**src/rtl/exh_stim_gen.sv**
```systemverilog
// Exhaustive stimulus generator: sweeps all 2^WIDTH vectors in binary or Gray order,
// holding each HOLD cycles; optional MISR response compaction under EXH_STIM_MISR_EN.
module exh_stim_gen #(
  parameter int WIDTH     = 5,
  parameter int HOLD      = 1,
  parameter int RWIDTH    = 1,
  parameter int SIG_WIDTH = 16,
  parameter logic [SIG_WIDTH-1:0] SIG_POLY = SIG_WIDTH'(16'h1021)
) (
  input  logic                 clk,
  input  logic                 rst_n,
  input  logic                 start,
  input  logic                 mode,
  input  logic [RWIDTH-1:0]    resp,
  output logic [WIDTH-1:0]     vec,
  output logic                 vec_valid,
  output logic                 busy,
  output logic                 done,
  output logic [WIDTH:0]       count,
  output logic [SIG_WIDTH-1:0] signature
);

  localparam logic [WIDTH:0] IDX_LAST = {1'b0, {WIDTH{1'b1}}};
  localparam logic [7:0]     HC_LAST  = 8'(HOLD - 1);

  typedef enum logic [1:0] {IDLE, RUN, DONE} state_t;

  state_t         state;
  logic           mode_q;
  logic [WIDTH:0] idx;
  logic [7:0]     hc;
  logic [WIDTH:0] idx_inc;

  assign idx_inc = idx + 1'b1;

  function automatic logic [WIDTH-1:0] code(input logic m, input logic [WIDTH:0] n);
    code = m ? WIDTH'(n ^ (n >> 1)) : n[WIDTH-1:0];
  endfunction

`ifdef EXH_STIM_MISR_EN
  logic [SIG_WIDTH-1:0] sig_next;
  assign sig_next = (signature << 1)
                  ^ (signature[SIG_WIDTH-1] ? SIG_POLY : '0)
                  ^ SIG_WIDTH'(resp);
`else
  logic unused_resp;
  assign unused_resp = ^resp;
  assign signature   = '0;
`endif

  always_ff @(posedge clk or negedge rst_n) begin
    if (!rst_n) begin
      state     <= IDLE;
      mode_q    <= 1'b0;
      idx       <= '0;
      hc        <= '0;
      vec       <= '0;
      vec_valid <= 1'b0;
      busy      <= 1'b0;
      done      <= 1'b0;
      count     <= '0;
`ifdef EXH_STIM_MISR_EN
      signature <= '0;
`endif
    end else begin
      case (state)
        IDLE: begin
          done <= 1'b0;
          if (start) begin
            state     <= RUN;
            mode_q    <= mode;
            idx       <= '0;
            hc        <= '0;
            count     <= '0;
            vec       <= '0;
            vec_valid <= 1'b1;
            busy      <= 1'b1;
`ifdef EXH_STIM_MISR_EN
            signature <= '0;
`endif
          end
        end
        RUN: begin
          // Last hold cycle of the current vector: sample response and advance.
          if (hc == HC_LAST) begin
            hc    <= '0;
            idx   <= idx_inc;
            count <= count + 1'b1;
`ifdef EXH_STIM_MISR_EN
            signature <= sig_next;
`endif
            if (idx == IDX_LAST) begin
              state     <= DONE;
              done      <= 1'b1;
              busy      <= 1'b0;
              vec_valid <= 1'b0;
              vec       <= '0;
            end else begin
              vec <= code(mode_q, idx_inc);
            end
          end else begin
            hc <= hc + 1'b1;
          end
        end
        DONE: begin
          done  <= 1'b0;
          state <= IDLE;
        end
        default: state <= IDLE;
      endcase
    end
  end

endmodule
```
**config.mk**
```make
export PLATFORM = sky130hd
export DESIGN_NAME = exh_stim_gen
export DESIGN_NICKNAME = d
export VERILOG_FILES = /design/src/rtl/exh_stim_gen.sv
export SDC_FILE = /design/constraint.sdc
export NUM_CORES = 1
export LEC_CHECK = 0
export CAP_MARGIN = 25
export CORE_UTILIZATION = 51
export DETAILED_ROUTE_END_ITERATION = 8
export GPL_ROUTABILITY_DRIVEN = 0
export GPL_TIMING_DRIVEN = 1
export PLACE_DENSITY = 0.79
export SLEW_MARGIN = 40
export SYNTH_ARGS = -nofsm -noshare
export SYNTH_HDL_FRONTEND = slang
export SYNTH_SLANG_ARGS = --single-unit
```
**constraint.sdc**
```tcl
create_clock -name clk -period 1.9 [get_ports clk]
set_input_delay 0.38 -clock clk [delete_from_list [all_inputs] [get_ports clk]]
set_output_delay 0.38 -clock clk [all_outputs]
set_load 0.02 [all_outputs]
```
==> summary.md <==
| Metric | Value |
|---|---|
| Final period util | 92.6% |
| Final wirelength | roughly 3200 um |
| RSZ-0062 raised after global routing | false |
| Fin. Hold Viols | 0 |
| Pleak | around 0.90 nW |
| Synth cell types | 40 |
| Overall global routing resource usage | 20.1% |
| Sink Count | 30 |
| Final Non-Filler Cells | 256 |
| PwrDens | about 1200 nW/um^2 |
| DRT Pass-1 Iters | 4 |
| Crit end category | primary output |
| IO Count | 35 |
| Setup slack, reg-to-reg | 0.16 ns |
| Vias per std cell | between 5 and 6 |
| Critical Path Source Type | register |
| Worst-path cell chain | clkdlybuf4s50_1 |
| WP data arrival | roughly 1.4 ns |
| Total power | 2.32 mW |
| Post CTS Setup Buffer Count | 0 |
| Initial core utilization | 55.8% |
| Placed Area | around 1900 um^2 |
| Area Growth Syn to Fin | 12.7% |
| Worst Path Required | roughly 1.5 ns |
| CP max stage cell | clkdlybuf4s50_1 |
| Switching part of the total | between 30% and 40% |
| Hold Crit Class | input pin to asynchronous set/reset pin |
| Row count | 20 |
| Die Wd | between 60 and 70 um |
| PortBufs | 17 |
| Clk pwr share | between 15 and 20% |
| Critical R2R Launch | hc[0] |
| Iteration-0 DRC Markers | 102 |
| Psw | slightly below 0.9 mW |
| Worst path max stage delay | between 0.6 and 0.7 ns |
| CTS tree | done |
| Fin Hold WS | about 0.43 ns |
| Final setup margin | about 0.14 ns |
| Final Setup Violations | 0 |
| Post-synth EDFFs | 0 |
| Reg2Reg Capture Point | vec[3] |
| Mean Syn Cell Area | ~9 um^2 |
| Global-route wire length before repair | roughly 5400 um |
| Synth warn | 0 |
| Final core occ | between 60 and 70% |
| N_diodes | 0 |
| Critical path class | register to primary output |
| Initial antenna violation count | 0 |
| Synth Flop Type | dfrtp_1 |
| H-tree levels | 2 |
| Via Count | 1362 |
| Largest net degree at the start of global routing | 31 |
| Sequential share of the synthesized area | 42.7% |
| Worst vdd ir | about 0.00043 V |
| Combinational power share | between 40% and 50% |
| Crit-path leading delay family | buffers and inverters |
| CTS Root Cell | clkbuf_4 |
| Design Area, Final | just under 2000 um^2 |
| Setup Skew | between 0.01 and 0.015 ns |
| Cell area after synthesis | roughly 1800 um^2 |
| Worst Path Buf+Inv | 1 |
| Achievable Freq | ~0.57 GHz |
| Number of global-route vias before repair | 1208 |
| Fraction of registers with async set/reset | 100% |
| Pint | between 1 and 1.5 mW |
| CORE AREA | between 3000 and 4000 um^2 |
| Nets | 220 |
| Total congestion overflow | 0 |
| CP Max Fanout | 5 |
| Avg WL per Cell | 12.3 um |
| Cell count of the worst reg-to-reg path | 7 |
| Fraction of layout instances using a drive strength above 1 | between 10% and 20% |
| FILL cells | approximately 290 |
| Die area | between 3000 and 4000 um^2 |
| Place WS | slightly above 0.09 ns |
| Minimum clock period | 1.76 ns |
| Most frequent cells in the layout | dfrtp_1, o21ai_0, nand2_1, clkdlybuf4s50_1, conb_1 |
| # DRC | 0 |
| Detail Placement HPWL | 2290 um |
| DP Cell Count | around 250 |
| TNS Setup | 0 ns |
| Total CTS buffers | 5 |
| Share of power burned in registers | between 40% and 50% |
| Max Buffers Root-to-Sink | 2 |
| Max Cap Viol | 0 |
| Post-DRT Antenna Nets | 0 |
| Max Slew Vio Count | 0 |
| Worst-path clk slew | roughly 0.090 ns |
| Die Y | about 61 um |
| Most common cell after layout, fill and taps aside | dfrtp_1 |
| Yosys reg bits | 30 |
| Status | finished, final reports clean |
| Cells after synthesis | 192 |
| Clock Latency Late Sink | approximately 0.32 ns |
==> per-layer routing <==
layer | vias to the layer above | GRT usage [%] | part of all wire, %
met5 | - | 0 | 0
met4 | 0 | 8.12 | 1.4
met3 | 6 | 6.40 | 4.0
met2 | 29 | 32.8 | 51
met1 | 647 | 24.7 | 43
li1 | 680 | - | -
==> repair_timing <==
item                       in CTS  in global routing
setup endpoints to repair       0                  2
hold buffers                    0                  0
resized for setup               0                  2
==> sequential cells by signal (all words and copies together) (netlist names) <==
| register | count |
|---|---|
| busy | 1 |
| count | 6 |
| done | 1 |
| hc | 8 |
| idx | 6 |
| mode_q | 1 |
| state | 2 |
| vec | 5 |
==> kinds of logic (layout without fill, tap and decap cells) <==
| group | count (synthesis) | count (layout) | share of synthesized area, % |
|---|---|---|---|
| muxes | 3 | 3 | 1.85 |
| xor gates and xnor gates | 9 | 9 | 4.48 |
| DFF | 30 | 30 | 42.7 |
| AOI/OAI and AO/OA | 47 | 47 | 16.6 |
| other | 1 | 16 | 0.213 |
| buffers and inverters | 31 | 36 | 11.0 |
| and+or+nand+nor | 67 | 67 | 20.4 |
| adders and majority gates | 4 | 4 | 2.85 |
==> cell type report <==
| cell class | instances | area, um^2 | area share [%] |
|---|---|---|---|
| inverters | 3 | 11.3 | 0.568 |
| clock inverters | 1 | 5.00 | 0.252 |
| clock buffers | 7 | 55.1 | 2.78 |
| flip-flops and latches | 30 | 751 | 37.9 |
| multi-input cells | 146 | 876 | 44.2 |
| repair buffers | 25 | 230 | 11.6 |
| well taps | 44 | 55.1 | 2.78 |
==> cell usage after synthesis, types with 2 or more instances <==
master,count,area share [%]
dfrtp_1,30,43
o21ai_0,22,6.3
nand2_1,20,4.3
buf_4,18,7.7
nor2_1,14,3.0
and3_1,7,2.5
buf_2,7,2.0
a21oi_1,6,1.7
nand4_1,6,2.1
xor2_1,5,2.5
ha_1,4,2.8
nand3_1,4,1.1
o31ai_1,4,1.7
xnor2_1,4,2.0
a22o_1,3,1.5
clkbuf_1,3,0.64
inv_1,3,0.64
nand2b_1,3,1.1
nor2b_1,3,1.1
a211oi_1,2,0.85
a21o_1,2,0.85
a31oi_1,2,0.71
mux2_2,2,1.3
nor3b_1,2,0.85
==> worst max-delay path by stage <==
stage                     to      from  slack (ns)  cells after the start
finish              count[0]  count[0]        0.14                      1
global route        count[3]     hc[0]        0.03                      8
CTS                   vec[3]     hc[0]        0.07                      7
detailed placement     hc[4]     start        0.09                      7
global placement       hc[3]     start        0.14                      7
floorplan             idx[4]     hc[0]        0.29                      7
==> power groups by stage <==
stage	sequential [mW]	clock [mW]	combinational (mW)
after floorplan	1.03	0	0.607
after global placement	0.976	0	0.922
after detailed placement	0.994	0	0.943
after CTS	0.982	0.405	0.951
after global routing	1.02	0.434	1.05
final	0.984	0.388	0.947
Note: power is estimated with default switching activity, not from simulation.
